==> config.mk <==
export PLATFORM = sky130hd
export DESIGN_NAME = lcd_text_buffer
export DESIGN_NICKNAME = d
export VERILOG_FILES = /design/src/rtl/lcd_text_pkg.sv /design/src/rtl/lcd_text_ram.sv /design/src/rtl/lcd_text_buffer.sv
export SDC_FILE = /design/constraint.sdc
export NUM_CORES = 1
export LEC_CHECK = 0
export ABC_AREA = 1
export CAP_MARGIN = 25
export CORE_MARGIN = 2
export CORE_UTILIZATION = 51
export CTS_CLUSTER_SIZE = 40
export DETAILED_ROUTE_END_ITERATION = 7
export PLACE_DENSITY = 0.68
export SLEW_MARGIN = 25
export SYNTH_ARGS = -nofsm -noshare
export SYNTH_HDL_FRONTEND = slang
export SYNTH_SLANG_ARGS = --single-unit
export TNS_END_PERCENT = 100
==> constraint.sdc <==
create_clock -name clock -period 1.9 [get_ports clock]
set_input_delay 0.38 -clock clock [delete_from_list [all_inputs] [get_ports clock]]
set_output_delay 0.38 -clock clock [all_outputs]
set_load 0.01 [all_outputs]
==> src/rtl/lcd_text_pkg.sv <==
// Shared constants and state type for the character-LCD text buffer.
// Control codes are only decoded when LCD_TEXT_BUF_CTRL_EN is defined.
package lcd_text_pkg;

    localparam logic [7:0] CHR_BS = 8'h08;
    localparam logic [7:0] CHR_LF = 8'h0A;
    localparam logic [7:0] CHR_FF = 8'h0C;
    localparam logic [7:0] CHR_CR = 8'h0D;
    localparam logic [7:0] CHR_SP = 8'h20;

    typedef enum logic {
        CLEAR,
        RUN
    } state_t;

endpackage

==> src/rtl/lcd_text_ram.sv <==
// Simple dual-port character store: synchronous write, registered read.
// Read-before-write on a same-address collision.
module lcd_text_ram #(
    parameter int DEPTH = 32,
    parameter int DW    = 8,
    parameter int AW    = $clog2(DEPTH)
) (
    input  logic          clock,
    input  logic          reset,
    input  logic          we,
    input  logic [AW-1:0] waddr,
    input  logic [DW-1:0] wdata,
    input  logic [AW-1:0] raddr,
    output logic [DW-1:0] rdata
);

    logic [DW-1:0] mem [DEPTH];

    always_ff @(posedge clock) begin
        if (we) begin
            mem[waddr] <= wdata;
        end
    end

    always_ff @(posedge clock) begin
        if (reset) begin
            rdata <= '0;
        end else begin
            rdata <= mem[raddr];
        end
    end

endmodule

==> src/rtl/lcd_text_buffer.sv <==
// Character frame buffer with cursor, clear sequence and read port.
// Define LCD_TEXT_BUF_CTRL_EN to decode CR/LF/BS/FF and drop other controls.
module lcd_text_buffer
    import lcd_text_pkg::*;
#(
    parameter int COLS = 16,
    parameter int ROWS = 2,
    parameter int DW   = 8,
    parameter logic [DW-1:0] FILL = DW'(8'h20),
    localparam int DEPTH = ROWS * COLS,
    localparam int AW    = $clog2(DEPTH)
) (
    input  logic          clock,
    input  logic          reset,
    input  logic          wr_valid,
    input  logic [DW-1:0] wr_data,
    output logic          wr_ready,
    input  logic [AW-1:0] rd_index,
    output logic [DW-1:0] rd_data,
    output logic [AW-1:0] cursor,
    output logic          wrap_pulse,
    output logic          busy
);

    state_t        state, state_nxt;
    logic [AW-1:0] ptr, cursor_nxt;
    logic          xfer, clear_done, printable, wrap_set;
    logic          we;
    logic [AW-1:0] waddr;
    logic [DW-1:0] wdata;

    assign xfer       = wr_valid && wr_ready;
    assign clear_done = (ptr == AW'(DEPTH - 1));

`ifdef LCD_TEXT_BUF_CTRL_EN
    logic [AW-1:0] col;
    assign printable = (wr_data >= DW'(CHR_SP));
    assign col       = AW'(int'(cursor) % COLS);
`else
    assign printable = 1'b1;
`endif

    always_ff @(posedge clock) begin
        if (reset) begin
            state <= CLEAR;
        end else begin
            state <= state_nxt;
        end
    end

    always_comb begin
        state_nxt = state;
        unique case (state)
            CLEAR: if (clear_done) state_nxt = RUN;
            RUN: begin
`ifdef LCD_TEXT_BUF_CTRL_EN
                if (xfer && wr_data == DW'(CHR_FF)) state_nxt = CLEAR;
`endif
            end
            default: state_nxt = CLEAR;
        endcase
    end

    always_comb begin
        wr_ready = (state == RUN);
        busy     = (state == CLEAR);
    end

    // Single write port shared by the fill sweep, printing and backspace.
    always_comb begin
        we         = 1'b0;
        waddr      = cursor;
        wdata      = wr_data;
        cursor_nxt = cursor;
        wrap_set   = 1'b0;
        if (state == CLEAR) begin
            we    = 1'b1;
            waddr = ptr;
            wdata = FILL;
            if (clear_done) cursor_nxt = '0;
        end else if (xfer) begin
            if (printable) begin
                we = 1'b1;
                if (cursor == AW'(DEPTH - 1)) begin
                    cursor_nxt = '0;
                    wrap_set   = 1'b1;
                end else begin
                    cursor_nxt = cursor + AW'(1);
                end
            end
`ifdef LCD_TEXT_BUF_CTRL_EN
            else begin
                case (wr_data)
                    DW'(CHR_CR): cursor_nxt = cursor - col;
                    DW'(CHR_LF): begin
                        if (cursor >= AW'(DEPTH - COLS)) begin
                            cursor_nxt = cursor - AW'(DEPTH - COLS);
                            wrap_set   = 1'b1;
                        end else begin
                            cursor_nxt = cursor + AW'(COLS);
                        end
                    end
                    DW'(CHR_BS): begin
                        if (cursor != '0) begin
                            cursor_nxt = cursor - AW'(1);
                            we         = 1'b1;
                            waddr      = cursor - AW'(1);
                            wdata      = FILL;
                        end
                    end
                    default: ;
                endcase
            end
`endif
        end
    end

    always_ff @(posedge clock) begin
        if (reset) begin
            ptr        <= '0;
            cursor     <= '0;
            wrap_pulse <= 1'b0;
        end else begin
            ptr        <= (state == CLEAR && !clear_done) ? ptr + AW'(1) : '0;
            cursor     <= cursor_nxt;
            wrap_pulse <= wrap_set;
        end
    end

    lcd_text_ram #(
        .DEPTH(DEPTH),
        .DW   (DW),
        .AW   (AW)
    ) u_ram (
        .clock(clock),
        .reset(reset),
        .we   (we),
        .waddr(waddr),
        .wdata(wdata),
        .raddr(rd_index),
        .rdata(rd_data)
    );

endmodule
Yosys cells after proc, flatten, opt, wreduce, memory -nomap -nowiden

Memory sizes are Yosys's and may differ from the RTL's. A register that Yosys moved wholly into a read port is not among the register bits.
Cells that the tools add are included.
W data, S select, Z words.

Register bits after elaboration: 12
Latch bits: 0
Logic and storage cells: 33
Memories kept: 1
Output and inout port bits: 16
Bits in read-only memories: 0
Bits of input ports: 16
RAM bits: 256

Memory list:

| memory    | depth | bits a word | read ports | clocked after memory_dff | wr ports | line               | RTL |
|---|---|---|---|---|---|---|---|
| u_ram.mem | 32    | 8           | 1          | 1                        | 1        | lcd_text_ram.sv:17 | `logic [DW-1:0] mem [DEPTH];` |

Multipliers: 0
Multiplexer cells: 13
Eq/ne operators: 3
$lt $le $gt $ge: 0
$add $sub $neg: 2
Bitwise logic cells: 3
Reduce and logical (&&, ||, !) cells: 7
Shift-type cells: 0
Divide/modulo/power cells: 0

Operators with widths:

| kind                  | count |
|---|---|
| $mux W5               | 5 |
| $add A5 B1 Y5 const B | 2 |
| $eq A5 B5 Y1 const B  | 2 |
| $mux W8               | 1 |
| $mux W1               | 7 |
| $not A1 Y1            | 3 |
| $reduce_or A3 Y1      | 1 |
| $logic_and A1 B1 Y1   | 2 |
| $ne A2 B1 Y1 const B  | 1 |
| $reduce_and A2 Y1     | 1 |
| $reduce_bool A2 Y1    | 1 |
| $reduce_or A2 Y1      | 1 |
| $logic_not A1 Y1      | 1 |

Logic depth before layout (Yosys ltp)

Word-level depth: 5
Gate-level depth with buffers: 11

Cells and area by module

A second synthesis with hierarchy kept.

Cell total of the unflattened synthesis: 1027
Area total of the unflattened synthesis: 11375.9 µm²

Modules (own cells, without submodules):

| module          | seq. area each (µm²) | area an instance (µm²) | instances | cells an instance |
|---|---|---|---|---|
| lcd_text_ram    | 7847.5               | 10680.2                | 1         | 931 |
| lcd_text_buffer | 240.2                | 695.7                  | 1         | 96 |

Worst setup path before layout

OpenSTA, ideal clock, no wires.

Path kind: register to register
From: register state, in the netlist wr_ready
To: memory u_ram.mem[14][0] (enable)
Arrival: 1.510 ns
Clock period less this slack: 1.880 ns
Setup slack: 0.020 ns
Required time: 1.530 ns
Library setup time: 0.370 ns
Cell stages (with the launch flop): 8
Cells stage by stage: dfxtp_1 -> inv_1 -> or2_1 -> o21ai_0 -> inv_2 -> nor2_1 -> nand2_1 -> nor2_1

Word-level cells in the longest chain between the ends: 5
Elaborated cells between the ends (all ways): 6
Those cells by class: 5 x mux; 1 x reduce/logical

RTL lines:

| what                          | line                  | RTL |
|---|---|---|
| from (decl)                   | lcd_text_buffer.sv:25 | `state_t state, state_nxt;` |
| from (signal assigned)        | lcd_text_buffer.sv:47 | `state <= state_nxt;` |
| $logic_and A1 B1 Y1           | lcd_text_buffer.sv:32 | `assign xfer = wr_valid && wr_ready;` |
| $mux W1                       | lcd_text_buffer.sv:81 | `end else if (xfer) begin` |
| $mux W1                       | lcd_text_buffer.sv:76 | `if (state == CLEAR) begin` |
| $mux W1                       | lcd_text_ram.sv:20    | `if (we) begin` |
| $mux W1 (implied by the code) | lcd_text_ram.sv:21    | `mem[waddr] <= wdata;` |
| to (decl)                     | lcd_text_ram.sv:17    |  |

Parallel ways exist; a longest one is shown, timed or not.

Worst setup path in the final report

From: register u_ram.rdata[4], read port of u_ram.mem
To: output port rd_data[4]

RTL lines:

| what        | line                  | RTL |
|---|---|---|
| from (decl) | lcd_text_ram.sv:14    | `output logic [DW-1:0] rdata` |
| to (decl)   | lcd_text_buffer.sv:19 | `output logic [DW-1:0] rd_data,` |

No word-level cell between the ends.

==> flow_summary.json <==
{
  "drtPass1Iterations": 5,
  "hp-start": "wr_valid",
  "cts_buffers": 27,
  "grt_first_pass_wirelength_um": 41000,
  "async_flop_share": 0,
  "drive_above_1_share": 0.142,
  "power_density_nw_per_um2": 952,
  "worstPathCellList": "clkdlybuf4s50_1",
  "cp-start-kind": "register",
  "drt-vias-per-instance": 5.55,
  "cp.arrival_ps": 1450,
  "r2r_cells": 7,
  "r2r_end": "u_ram.mem[4][7]$_DFFE_PP_",
  "synth_simple_gate_area_frac": 0.227,
  "yosys.area.top_type": "edfxtp_1",
  "synthMuxAreaShare": 0,
  "end_kind": "primary output",
  "antenna_found_initial": 0,
  "clock_path_buffers": 3,
  "p_int_mw": 10.2,
  "p_seq_frac": 0.515,
  "synth_cell_types": 27,
  "rr_startpoint": "wr_ready$_SDFF_PP0_",
  "gp_congestion": 0.859,
  "ys_warn_count": 0,
  "period_needed_ps": 1830,
  "netlist_instances": 1017,
  "p_sw_mw": 2.72,
  "min_path_cells": 3,
  "dpl_worst_slack_ps": -416,
  "die_h_um": 154,
  "syn_avg_cell_area_um2": 11.2,
  "rrSetupSlack_ps": 90,
  "drcViolationCount": 0,
  "grt_max_degree": 49,
  "postCtsHoldBufs": 0,
  "cts.sinks": 276,
  "io_pins": 32,
  "syn_to_final_growth_pct": 19.0,
  "p_leak_nw": 5.15,
  "synth_top_family_by_area": "simple AND/OR/NAND/NOR gates",
  "die_x_um": 154,
  "maxCapViolCount": 0,
  "tightest_slew_ps": 372,
  "gr-usage-all-layers": 0.226,
  "setup_ws_ps": 74.6,
  "hold_path_end": "wrap_pulse$_SDFF_PP0_",
  "fmax_mhz": 548,
  "max_slew_margin": 0.752,
  "n_antenna_cell": 0,
  "netlist_area_um2": 11400,
  "p_sw_frac": 0.210,
  "vias": 7695,
  "portBuffers": 31,
  "setup_viol": 0,
  "grt_pass1_vias": 7364,
  "clk_latency_ps": 530,
  "yosysSeqAreaShare": 0.709,
  "ant_nets": 0,
  "dieArea_um2": 23600,
  "clk_pin_slew_ps": 60,
  "core.rowCount": 54,
  "p_comb_frac": 0.065,
  "fin_skew_ps": 22.0,
  "crit_slowest_cell": "clkdlybuf4s50_1",
  "slew_viol_final": 0,
  "synth_top_area_share": 0.674,
  "grt_overflow": 0,
  "p_clk_frac": 0.420,
  "path_delay_family": "buffers and inverters",
  "critPathBufInv": 1,
  "synth_most_common_cell": "nand2_1",
  "ys_ff_latch": 276,
  "cp_data_required_time_ps": 1520,
  "hpwl_um": 16600,
  "worstSetupPathType": "register to primary output",
  "outcome": "completed",
  "hold_ws_ps": 491,
  "wl_um": 26800,
  "final_core_util": 0.620,
  "synth.net_count": 1037,
  "synth-xor-area-share": 0,
  "synth_area_leaders": "edfxtp_1, nand2_1, nand3_1, dfxtp_1, nor2_1",
  "cts_htree_levels": 1,
  "synth_adder_area_share": 0.00439,
  "synth_compound_area_frac": 0.0166,
  "path_max_fanout": 1,
  "core_area_um2": 21900,
  "ir_worst_vdd_v": 0.000646,
  "first_iter_violations": 960,
  "yosys-top-cells-count": "nand2_1, edfxtp_1, nand3_1",
  "start_util": 0.521,
  "wl_per_cell_um": 19.3,
  "clockRootBuffer": "clkbuf_16",
  "synth-main-ff-cell": "edfxtp_1",
  "synth_edf_count": 256,
  "hp-class": "input port to register",
  "hold_viol": 0,
  "slowest_delay_ps": 560,
  "period_share": 0.961,
  "layout.nets": 1107,
  "cts_tree": "built"
}
cell type report:
cell class / count / area (µm²)
Multi-Input combinational cell: 659 / 3080
Sequential cell: 276 / 8090
Inverter: 28 / 113
Tap cell: 280 / 350
Clock inverter: 18 / 213
Clock buffer: 30 / 687
Timing Repair Buffer: 95 / 1030
Fill cell: 1733 / 8330
metrics by stage:
| step | TNS [ps] | std cells | cell area (µm²) | power [mW] |
|---|---|---|---|---|
| 3_3_place_gp | -60920 | 1336 | 12400 | 7.56 |
| 2_1_floorplan | 0 | 1017 | 11400 | 7.25 |
| 3_5_place_dp | -75540 | 1336 | 12400 | 7.56 |
| 4_1_cts | -3850 | 1385 | 13500 | 12.9 |
| 6_report | 0 | 1386 | 13600 | 12.9 |
| 5_1_grt | -132 | 1386 | 13600 | 13.3 |
routing by layer:
| layer | track usage | vias up | wire, µm |
|---|---|---|---|
| li1 | - | 3643 | - |
| met1 | 0.319 | 3636 | 11500 |
| met2 | 0.362 | 358 | 12600 |
| met3 | 0.0344 | 58 | 1950 |
| met4 | 0.0791 | 0 | 821 |
| met5 | 0 | - | 0 |
power by group through the flow:
stage | registers, mW | logic (mW) | clock network (mW)
5_1_grt | 6.65 | 0.922 | 5.70
6_report | 6.64 | 0.845 | 5.42
2_1_floorplan | 6.77 | 0.473 | 0
3_3_place_gp | 6.77 | 0.784 | 0
4_1_cts | 6.64 | 0.826 | 5.48
3_5_place_dp | 6.77 | 0.791 | 0
state kept, by name (all words and copies together) (netlist names):
register     count
ptr              5
cursor           5
wr_ready         1
u_ram.mem      256
u_ram.rdata      8
wrap_pulse       1
how the worst max path moves through the flow:
stage                                         start                          to  slack [ps]  depth (start not counted)
after floorplan                 wr_ready$_SDFF_PP0_  u_ram.mem[14][0]$_DFFE_PP_          20                          7
after global placement                     wr_valid  u_ram.mem[10][5]$_DFFE_PP_        -330                          5
after detailed placement                   wr_valid  u_ram.mem[10][5]$_DFFE_PP_        -420                          5
after CTS                       wr_ready$_SDFF_PP0_  u_ram.mem[20][4]$_DFFE_PP_        -100                          6
after global routing            wr_ready$_SDFF_PP0_  u_ram.mem[19][0]$_DFFE_PP_         -20                          8
final                     u_ram.rdata[4]$_SDFF_PP0_                  rd_data[4]          70                          1
worst min-delay path, stage by stage:
cell and delay [ps]:
clkdlybuf4s50_1 430, nand2_1 120, nor3_1 50
cells in the final DEF (no fill, tap or decap), drive strengths merged:
master         count
a211oi             2
a21oi              9
a31oi              2
buf               66
bufinv             5
clkbuf            30
clkdlybuf4s50     21
clkinv            17
clkinvlp           1
dfxtp             20
dlygate4sd2        6
dlymetal6s2s       2
edfxtp           256
ha                 4
inv               23
nand2            342
nand3            186
nor2              85
nor3               2
nor3b              1
o21ai             21
o21bai             1
or2                4
logic make-up (layout without fill, tap and decap cells):
| group | Yosys count | after routing |
|---|---|---|
| compound gates | 35 | 35 |
| simple gates | 620 | 620 |
| buf+inv | 82 | 171 |
| flops | 276 | 276 |
| fa+ha+maj | 4 | 4 |
timing repair:
action,in CTS,in global routing
resized for setup,59,32
buffers inserted,1,1
pin swaps,3,5
setup endpoints to repair,254,234
Note: power is estimated with default switching activity, not from simulation.
